$ cat src/rtl/bus_responder_pkg.sv
// Shared types and address-map constants for the system-bus responder.
// The decode offsets are relative to the start of the I/O page.
package bus_responder_pkg;

   typedef enum logic [2:0] {
      ST_IDLE,
      ST_RAM,
      ST_VGA,
      ST_UART,
      ST_ACK
   } state_e;

   typedef enum logic [1:0] {
      TGT_RAM,
      TGT_VGA,
      TGT_UART,
      TGT_NONE
   } target_e;

   localparam int unsigned IO_PAGE_SIZE = 256;
   localparam logic [15:0] VGA_OFS      = 16'd0;
   localparam logic [15:0] VGA_REGS     = 16'd4;
   localparam logic [15:0] UART_OFS     = 16'd4;
   localparam logic [15:0] UART_REGS    = 16'd2;
   localparam logic [7:0]  DAT_BAD      = 8'hFF;
   localparam logic [7:0]  DAT_WR       = 8'h00;

endpackage

$ cat src/rtl/bus_addr_decode.sv
// Combinational address decoder: bus address -> target slave and register sub-address.
// Anything at or above IO_BASE that is not a known register is unmapped.
module bus_addr_decode
   import bus_responder_pkg::*;
#(
   parameter logic [15:0] IO_BASE = 16'hFE00
) (
   input  logic [15:0] addr_i,
   output target_e     tgt_o,
   output logic [1:0]  sub_o
);

   logic [15:0] ofs;
   logic [15:0] vofs;
   logic [15:0] uofs;

   // Offsets wrap when below the window base, so a single unsigned compare bounds each window.
   assign ofs  = addr_i - IO_BASE;
   assign vofs = ofs - VGA_OFS;
   assign uofs = ofs - UART_OFS;

   always_comb begin
      tgt_o = TGT_NONE;
      sub_o = 2'd0;
      if (addr_i < IO_BASE) begin
         tgt_o = TGT_RAM;
      end else if (ofs < 16'(IO_PAGE_SIZE)) begin
         if (vofs < VGA_REGS) begin
            tgt_o = TGT_VGA;
            sub_o = vofs[1:0];
         end else if (uofs < UART_REGS) begin
            tgt_o = TGT_UART;
            sub_o = {1'b0, uofs[0]};
         end
      end
   end

endmodule

$ cat src/rtl/bus_responder.sv
// Slave-side terminator of the 8-bit system bus: decodes a request to SRAM, VGA or UART,
// runs the target's strobe/wait sequence and returns a single-cycle ack with read data.
module bus_responder
   import bus_responder_pkg::*;
#(
   parameter int unsigned RAM_WAIT = 1,
   parameter int unsigned TIMEOUT  = 15,
   parameter logic [15:0] IO_BASE  = 16'hFE00
) (
   input  logic        i_clk,
   input  logic        i_reset,
   input  logic [15:0] i_addr,
   input  logic [7:0]  i_dat,
   output logic [7:0]  o_dat,
   input  logic        i_cs,
   input  logic        i_we,
   output logic        o_ack,
   output logic [15:0] o_ram_addr,
   output logic [7:0]  o_ram_dat,
   input  logic [7:0]  i_ram_dat,
   output logic        o_ram_ce_n,
   output logic        o_ram_oe_n,
   output logic        o_ram_we_n,
   output logic [1:0]  o_vga_addr,
   output logic [7:0]  o_vga_dat,
   input  logic [7:0]  i_vga_dat,
   output logic        o_vga_cs,
   output logic        o_vga_we,
   output logic        o_uart_addr,
   output logic [7:0]  o_uart_dat,
   input  logic [7:0]  i_uart_dat,
   output logic        o_uart_cs,
   output logic        o_uart_we,
   input  logic        i_uart_ack,
   output logic        o_timeout_err
);

   state_e      state_q, state_d;
   logic [15:0] addr_q, addr_d;
   logic [7:0]  wdat_q, wdat_d;
   logic        we_q, we_d;
   logic [1:0]  sub_q, sub_d;
   logic [7:0]  cnt_q, cnt_d;
   logic [7:0]  rdat_q, rdat_d;
   logic        err_q, err_d;

   target_e     dec_tgt;
   logic [1:0]  dec_sub;

   bus_addr_decode #(.IO_BASE(IO_BASE)) u_dec (
      .addr_i (i_addr),
      .tgt_o  (dec_tgt),
      .sub_o  (dec_sub)
   );

   always_ff @(posedge i_clk or negedge i_reset) begin
      if (!i_reset) begin
         state_q <= ST_IDLE;
         addr_q  <= 16'd0;
         wdat_q  <= 8'd0;
         we_q    <= 1'b0;
         sub_q   <= 2'd0;
         cnt_q   <= 8'd0;
         rdat_q  <= 8'd0;
         err_q   <= 1'b0;
      end else begin
         state_q <= state_d;
         addr_q  <= addr_d;
         wdat_q  <= wdat_d;
         we_q    <= we_d;
         sub_q   <= sub_d;
         cnt_q   <= cnt_d;
         rdat_q  <= rdat_d;
         err_q   <= err_d;
      end
   end

   always_comb begin
      state_d = state_q;
      addr_d  = addr_q;
      wdat_d  = wdat_q;
      we_d    = we_q;
      sub_d   = sub_q;
      cnt_d   = cnt_q;
      rdat_d  = rdat_q;
      err_d   = err_q;
      unique case (state_q)
         ST_IDLE: begin
            if (i_cs) begin
               addr_d = i_addr;
               wdat_d = i_dat;
               we_d   = i_we;
               sub_d  = dec_sub;
               unique case (dec_tgt)
                  TGT_RAM: begin
                     state_d = ST_RAM;
                     cnt_d   = 8'(RAM_WAIT);
                  end
                  TGT_VGA:  state_d = ST_VGA;
                  TGT_UART: begin
                     state_d = ST_UART;
                     cnt_d   = 8'(TIMEOUT);
                  end
                  default: begin
                     state_d = ST_ACK;
                     rdat_d  = DAT_BAD;
                  end
               endcase
            end
         end
         ST_RAM: begin
            if (cnt_q == 8'd0) begin
               rdat_d  = we_q ? DAT_WR : i_ram_dat;
               state_d = ST_ACK;
            end else begin
               cnt_d = cnt_q - 8'd1;
            end
         end
         ST_VGA: begin
            rdat_d  = we_q ? DAT_WR : i_vga_dat;
            state_d = ST_ACK;
         end
         ST_UART: begin
            // A slave ack arriving on the expiry cycle still counts as success.
            if (i_uart_ack) begin
               rdat_d  = we_q ? DAT_WR : i_uart_dat;
               state_d = ST_ACK;
            end else if (cnt_q == 8'd0) begin
               rdat_d  = DAT_BAD;
               err_d   = 1'b1;
               state_d = ST_ACK;
            end else begin
               cnt_d = cnt_q - 8'd1;
            end
         end
         ST_ACK:  state_d = ST_IDLE;
         default: state_d = ST_IDLE;
      endcase
   end

   assign o_ack         = (state_q == ST_ACK);
   assign o_dat         = rdat_q;
   assign o_timeout_err = err_q;

   assign o_ram_addr    = addr_q;
   assign o_ram_dat     = wdat_q;
   assign o_ram_ce_n    = ~(state_q == ST_RAM);
   assign o_ram_oe_n    = ~((state_q == ST_RAM) & ~we_q);
   assign o_ram_we_n    = ~((state_q == ST_RAM) & we_q);

   assign o_vga_addr    = sub_q;
   assign o_vga_dat     = wdat_q;
   assign o_vga_cs      = (state_q == ST_VGA);
   assign o_vga_we      = (state_q == ST_VGA) & we_q;

   assign o_uart_addr   = sub_q[0];
   assign o_uart_dat    = wdat_q;
   assign o_uart_cs     = (state_q == ST_UART);
   assign o_uart_we     = (state_q == ST_UART) & we_q;

endmodule

$ cat config.mk
export PLATFORM = sky130hd
export DESIGN_NAME = bus_responder
export DESIGN_NICKNAME = d
export VERILOG_FILES = /design/src/rtl/bus_responder_pkg.sv /design/src/rtl/bus_addr_decode.sv /design/src/rtl/bus_responder.sv
export SDC_FILE = /design/constraint.sdc
export NUM_CORES = 1
export LEC_CHECK = 0
export CAP_MARGIN = 20
export CORE_ASPECT_RATIO = 0.75
export CORE_MARGIN = 4
export CORE_UTILIZATION = 43
export CTS_CLUSTER_SIZE = 14
export DETAILED_ROUTE_END_ITERATION = 7
export GPL_TIMING_DRIVEN = 1
export PLACE_DENSITY_LB_ADDON = 0.08
export SLEW_MARGIN = 20
export SYNTH_ARGS = -nofsm -noshare
export SYNTH_HDL_FRONTEND = slang
export SYNTH_SLANG_ARGS = --single-unit
$ cat constraint.sdc
create_clock -name i_clk -period 2.96 [get_ports i_clk]
set_clock_uncertainty 0.05 [all_clocks]
set_input_delay 0.592 -clock i_clk [delete_from_list [all_inputs] [get_ports i_clk]]
set_output_delay 0.592 -clock i_clk [all_outputs]
set_load 0.01 [all_outputs]
==> metrics.txt, run 1 <==
Num CTS Buffers 5; CTS clk-pin slew, worst paths 0.08 ns; warnings from Yosys 0; drt wl/cell 15.4 microns; vias in the first global route 2,466; GR Overflow Total 0; worst-skew pair later-pin latency 0.29 ns; GR Util met1 0.255; Final Setup Violations 0; busiest grt layer met2; drt pass-1 iters 4; Slew @ Worst Pin 0.643 ns; Avg Synthesized Cell Area 8.78 sq um; PwrDens 873 nW/um^2; slowest CP cell dlygate4sd2_1; Total GRT Usage 0.196; CP required 3.14 ns; critical path type input pin to flip-flop; CTS tree done; status finished clean; most frequent cells in the layout 101 x clkdlybuf4s50_1, 90 x nand2_1, 47 x dfrtp_1, 28 x buf_4, 12 x nor2_1; post-detailed-route DRC marker count 0; CP top delay family simple AND/OR/NAND/NOR gates; main combinational cell family by area after synthesis simple AND/OR/NAND/NOR gates; Largest stage delay, worst path 0.27 ns; Max Freq 358 MHz; # H-tree levels 2; fin util 0.700; synthesized area 2620 sq um; Placer Congestion 0.795; final setup margin 0.164 ns; Gate Count Post-Synth 299; Power, Total 3.58 mW; Final nets 477; top cell type's share of synthesized area 0.448; CP Capture Type flip-flop; initial antenna violation count 0; Setup TNS 0 ns; first-pass GRT wire length 11,600 microns; Core Area 5860 sq um; DRT iter0 DRCs 106; post-synthesis mux area share 0.0343; Post-DRT Antenna Nets 0; Die ar. 7430 sq um; Reg2Reg Depth 6; Tcrit/Tclk final 0.945; detailed-route wire length 7610 microns; Max Cap Viol 0; critical path arrival 2.98 ns; Row Count 24; vias per cell 5.13; pin count of the biggest net entering global routing 33; placed cells 485; min-delay worst type input pin to async pin; Hold Fails Final Rpt 0; P_leak 1.89 nW; CP Max Fanout 8; P&R area growth vs syn 56.3%; die width 98.2 microns; synth top area cells dfrtp_1 45%, nand2_1 13%, buf_4 4.9%; dpl ws -0.517 ns; register area share after synthesis 0.448; Initial Util 0.448; worst hold margin 0.144 ns; hpwl dp 5490 microns; worst vdd ir 0.452 mV; Synth Area in XOR/XNOR 0.0167; RR Startpoint cnt_q[3]$_DFFE_PN0P_; Synth area leader dfrtp_1; Post-synth ARST share 1.00; number of I/O port buffers 112; detailed-route via count 2,540; critical path, cell by cell dlygate4sd2_1 > ha_4 > nor4b_4 > nand2_1 > nor3_2 > nand3_2 > o21a_1 > buf_4 > buf_4 > ha_2 > nand2_2 > a221o_2 > clkbuf_16 > nand2_1 > o21ai_2; CP Buf/Inv Count 4; leading register cell type out of synthesis dfrtp_1; Tmin final 2.80 ns; clk buf depth 2; Finished Cell Area 4100 sq um; Post-synth EDFFs 0; CTS root buf clkbuf_8; Placed Area 3860 sq um; layout cell share with drive strength beyond 1 0.158; Synth Area in Compound Gates 0.134; Synth Area in Simple Gates 0.257; Synth Net Count 358; Worst slew margin 0.571; adder-cell share of the synthesized area 0.0286; final slew viol count 0; R2R Setup Slk 0.61 ns; grt met3 use 0.0650; post-synthesis register bit count 47; Finished Layout Cells 495; crit start category input pin; RSZ-0062 raised after global routing false; met2 usage 0.324; most common cell after layout, fill and taps aside clkdlybuf4s50_1; I/O pin count 113; Die Y 75.7 microns; number of diodes 0; critical path startpoint i_addr[10]; CTS hold repair buffers 0; Reg-to-Reg End o_dat[7]$_DFFE_PN0P_; post-synth cell types 47; clock sink count 47
[logic make-up (layout without fill, tap and decap cells)]
family,count (synthesis),after routing
DFF,47,47
xor gates and xnor gates,5,5
adders and majority gates,6,6
and+or+nand+nor,148,148
AOI/OAI and AO/OA,49,49
buffers and inverters,36,154
muxes,8,8
[final cells by class]
type                            instances  area (sq um)
Clock buffer                            6          72.6
Tap cell                               78          97.6
Inverter                                5          18.8
Multi-Input combinational cell        216          1320
Sequential cell                        47          1180
Fill cell                             462          1750
Timing Repair Buffer                  143          1420
[flip-flops by register name, indices dropped and copies added (netlist names)]
| register | count |
|---|---|
| o_vga_addr | 2 |
| o_ram_dat | 8 |
| cnt_q | 8 |
| o_timeout_err | 1 |
| o_ram_addr | 16 |
| we_q | 1 |
| state_q | 3 |
| o_dat | 8 |
[synth_stat cells (5+ instances only)]
cell type / number
inv_1: 5
a22o_1: 8
mux2_2: 8
a21oi_1: 10
nand2_1: 91
ha_1: 6
nand3_1: 7
o21ai_1: 7
clkbuf_1: 11
nor2_1: 12
buf_4: 17
nor3_1: 8
dfrtp_1: 47
[worst reg2reg max path, cell delays in order, from the launching register on]
cell and delay, ns:
dfrtp_1 0.47, or4_4 0.59, o31a_1 0.35, a221o_2 0.48, clkbuf_16 0.19, nand2_1 0.08
o21ai_2 0.05
[worst max path at each step]
stage	endpoint	slack [ns]	cells past startpoint
after floorplan	cnt_q[2]$_DFFE_PN0P_	0.005	12
after global placement	cnt_q[2]$_DFFE_PN0P_	-0.43	12
after detailed placement	cnt_q[3]$_DFFE_PN0P_	-0.52	12
after CTS	cnt_q[2]$_DFFE_PN0P_	0.07	12
after global routing	o_dat[1]$_DFFE_PN0P_	0.01	14
final	o_dat[7]$_DFFE_PN0P_	0.16	15
[timing repair]
action | 4_1_cts | 5_1_grt
gates resized for setup | 7 | 20
pin swaps | 9 | 10
buffers inserted | 2 | 0
hold endpoints to repair | 0 | 0
setup endpoints to repair | 4 | 16
gates cloned | 0 | 2
[metal layers]
layer / up-vias / share of wire / wire, microns
met5: - / 0 / 0
met1: 1189 / 0.44 / 3360
li1: 1238 / - / -
met3: 7 / 0.094 / 716
met2: 106 / 0.45 / 3460
met4: 0 / 0.0091 / 69
[power by group]
part / switching (mW) / internal [mW]
registers: 0.226 / 0.929
clock network: 0.199 / 0.158
logic: 0.952 / 1.12
total: 1.38 / 2.21
(Power assumes the default switching activity.)
==> run 2: changes to the inputs <==
--- a/config.mk
+++ b/config.mk
@@ -8,9 +8,10 @@
 export CAP_MARGIN = 20
 export CORE_ASPECT_RATIO = 0.75
 export CORE_MARGIN = 4
-export CORE_UTILIZATION = 43
+export CORE_UTILIZATION = 50
 export CTS_CLUSTER_SIZE = 14
 export DETAILED_ROUTE_END_ITERATION = 7
+export DONT_BUFFER_PORTS = 1
 export GPL_TIMING_DRIVEN = 1
 export PLACE_DENSITY_LB_ADDON = 0.08
 export SLEW_MARGIN = 20
==> run 2 against run 1 <==
Compared with the run above:
- clock power is 8.1% higher
- cell count down 28%
- register-to-register slack improved by 0.07 ns
- sequential share of layout area increased by 14 points
- global-route usage shrank 0.86 points
- worst setup slack better by 0.091 ns
- first-iteration DRC count shrank 21%
- sequential power grew 16%
- worst hold slack worse by 0.056 ns
- critical path type unchanged
- highest routed layer unchanged
==> metrics.txt, run 2 (synthesized netlist as in run 1, its figures left out) <==
status finished clean (unchanged); Total GRT Usage 0.187 (was 0.196); I/O pin count 113 (unchanged); most common cell after layout, fill and taps aside nand2_1 (was clkdlybuf4s50_1); die width 91.6 microns (was 98.2 microns); CP Buf/Inv Count 0 (was 4); first-pass GRT wire length 9780 microns (was 11,600 microns); PwrDens 996 nW/um^2 (was 873 nW/um^2); Max Cap Viol 0 (unchanged); Tcrit/Tclk final 0.914 (was 0.945); CP top delay family compound AO/OA/AOI/OAI gates (was simple AND/OR/NAND/NOR gates); Max Freq 370 MHz (was 358 MHz); Power, Total 2.72 mW (was 3.58 mW); P_leak 1.27 nW (was 1.89 nW); Placer Congestion 0.802 (was 0.795); most frequent cells in the layout 91 x nand2_1, 47 x dfrtp_1, 12 x nor2_1, 10 x a21oi_1, 9 x buf_4 (was 101 x clkdlybuf4s50_1, 90 x nand2_1, 47 x dfrtp_1, 28 x buf_4, 12 x nor2_1); Final Setup Violations 0 (unchanged); Placed Area 2610 sq um (was 3860 sq um); clk buf depth 2 (unchanged); slowest CP cell nor4b_1 (was dlygate4sd2_1); Row Count 22 (was 24); Largest stage delay, worst path 0.33 ns (was 0.27 ns); drt pass-1 iters 4 (unchanged); detailed-route wire length 5800 microns (was 7610 microns); clock sink count 47 (unchanged); Crit path depth 11 (was 15); post-CTS setup buffer count 0 (was 2); Hold Fails Final Rpt 0 (unchanged); DRT iter0 DRCs 84 (was 106); CTS clk-pin slew, worst paths 0.09 ns (was 0.08 ns); worst-skew pair later-pin latency 0.30 ns (was 0.29 ns); R2R Setup Slk 0.68 ns (was 0.61 ns); pin count of the biggest net entering global routing 48 (was 33); CP Capture Type flip-flop (unchanged); final slew viol count 0 (unchanged); critical path, cell by cell ha_1 > nor4b_1 > nand2_1 > nor3_1 > nand3_1 > o21a_1 > ha_1 > o21a_1 > o211ai_1 > o21ai_0 > a221oi_1 (was dlygate4sd2_1 > ha_4 > nor4b_4 > nand2_1 > nor3_2 > nand3_2 > o21a_1 > buf_4 > buf_4 > ha_2 > nand2_2 > a221o_2 > clkbuf_16 > nand2_1 > o21ai_2); Pint 1.52 mW (was 2.21 mW); Finished Cell Area 2730 sq um (was 4100 sq um); Reg2Reg Depth 6 (unchanged); vias in the first global route 2,028 (was 2,466); CTS root buf clkbuf_8 (unchanged); sequential power share 0.496 (was 0.322); post-detailed-route DRC marker count 0 (unchanged); Die ar. 6480 sq um (was 7430 sq um); initial antenna violation count 0 (unchanged); Worst slew margin 0.568 (was 0.571); Gate power share 0.362 (was 0.578); worst vdd ir 0.355 mV (was 0.452 mV); layout cell share with drive strength beyond 1 0.119 (was 0.158); Final nets 345 (was 477); CTS tree done (unchanged); RR Startpoint cnt_q[3]$_DFFE_PN0P_ (unchanged); drt wl/cell 16.2 microns (was 15.4 microns); CP Max Fanout 6 (was 8); P&R area growth vs syn 3.96% (was 56.3%); max reg flops 16 (unchanged); Post-DRT Antenna Nets 0 (unchanged); Clk pwr share 0.142 (was 0.100); number of I/O port buffers 0 (was 112); crit start category input pin (unchanged); RSZ-0062 raised after global routing false (unchanged); Slew @ Worst Pin 0.647 ns (was 0.643 ns); Core Area 4980 sq um (was 5860 sq um); critical path arrival 2.85 ns (was 2.98 ns); min-delay worst type input pin to async pin (unchanged); hpwl dp 4190 microns (was 5490 microns); Num CTS Buffers 5 (unchanged); detailed-route via count 1,994 (was 2,540); switching power share of the total 0.441 (was 0.384); Reg-to-Reg End o_dat[7]$_DFFE_PN0P_ (unchanged); Initial Util 0.527 (was 0.448); Tmin final 2.71 ns (was 2.80 ns); switching power 1.20 mW (was 1.38 mW); # H-tree levels 2 (unchanged); critical path type input pin to flip-flop (unchanged); GR Overflow Total 0 (unchanged); vias per cell 5.57 (was 5.13); CP required 3.11 ns (was 3.14 ns); Die Y 70.7 microns (was 75.7 microns); number of diodes 0 (unchanged)
-- run 2: changes by cell type in the layout (fill, tap and decap cells not counted), moves of 3 or more --
cell / delta
buf_4: -19
clkdlybuf4s50_1: -101
dlymetal6s2s_1: -8
ha_1: +3
-- run 2: repair_timing --
item / CTS / global route
endpoints found under the hold margin: 47 / 0
hold buffers: 1 / 0
endpoints found under the setup margin: 0 / 0
gates resized for setup: 0 / 0
-- run 2: layout make-up --
class	count	area, sq um
tap	72	90.1
clock inverter	1	5.00
clock buffer	6	82.6
inverter	5	18.8
timing repair buffer	11	115
sequential	47	1180
multi-input combinational	216	1240
fill	476	2250
-- run 2: power by group through the flow --
| stage | registers [mW] | logic [mW] | clock network (mW) |
|---|---|---|---|
| after global placement | 1.36 | 0.958 | 0 |
| final | 1.35 | 0.984 | 0.386 |
| after detailed placement | 1.36 | 0.984 | 0 |
| after floorplan | 1.23 | 0.979 | 0 |
| after CTS | 1.35 | 0.998 | 0.404 |
| after global routing | 1.39 | 1.14 | 0.433 |
-- run 2: worst max-delay path by stage --
stage                                       to  startpoint  slack [ns]
after floorplan           cnt_q[2]$_DFFE_PN0P_   i_addr[9]       0.005
after global placement    cnt_q[2]$_DFFE_PN0P_   i_addr[9]        0.03
after detailed placement  cnt_q[2]$_DFFE_PN0P_   i_addr[9]       -0.06
after CTS                 cnt_q[2]$_DFFE_PN0P_   i_addr[9]        0.25
after global routing      cnt_q[2]$_DFFE_PN0P_   i_addr[9]        0.05
final                     cnt_q[2]$_DFFE_PN0P_   i_addr[9]        0.25
-- run 2: layer usage --
metal / up-vias / GRT usage / routed length [microns]
li1: 976 / - / -
met1: 923 / 0.254 / 2620
met2: 91 / 0.279 / 2460
met3: 4 / 0.0744 / 676
met4: 0 / 0.0502 / 51
met5: - / 0 / 0
-- run 2: worst reg2reg max path, cell delays in order (launching register included) --
cell and delay, ns:
dfrtp_1 0.48, or4_4 0.58, o31a_1 0.35, a221o_2 0.43, buf_12 0.16, nand2_1 0.08
o21ai_2 0.05
-- run 2: through the flow --
| stage | setup TNS, ns | instances | setup slack, ns | hold slack (ns) | utilization |
|---|---|---|---|---|---|
| after floorplan | 0 | 299 | 0.00460 | 0.246 | - |
| after global placement | 0 | 350 | 0.0252 | 0.248 | 0.524 |
| after detailed placement | -0.110 | 350 | -0.0620 | 0.248 | 0.524 |
| after CTS | 0 | 358 | 0.252 | 0.0872 | 0.547 |
| after global routing | 0 | 358 | 0.0497 | 0.0924 | 0.547 |
| final | 0 | 358 | 0.255 | 0.0883 | 0.547 |
==> run 3: changes to the inputs <==
--- a/config.mk
+++ b/config.mk
@@ -13,6 +13,7 @@
 export DETAILED_ROUTE_END_ITERATION = 7
 export DONT_BUFFER_PORTS = 1
 export GPL_TIMING_DRIVEN = 1
+export HOLD_SLACK_MARGIN = 0.03
 export PLACE_DENSITY_LB_ADDON = 0.08
 export SLEW_MARGIN = 20
 export SYNTH_ARGS = -nofsm -noshare
==> results of run 3 <==
The final DEF is identical to that of run 2; final timing and power are the same.
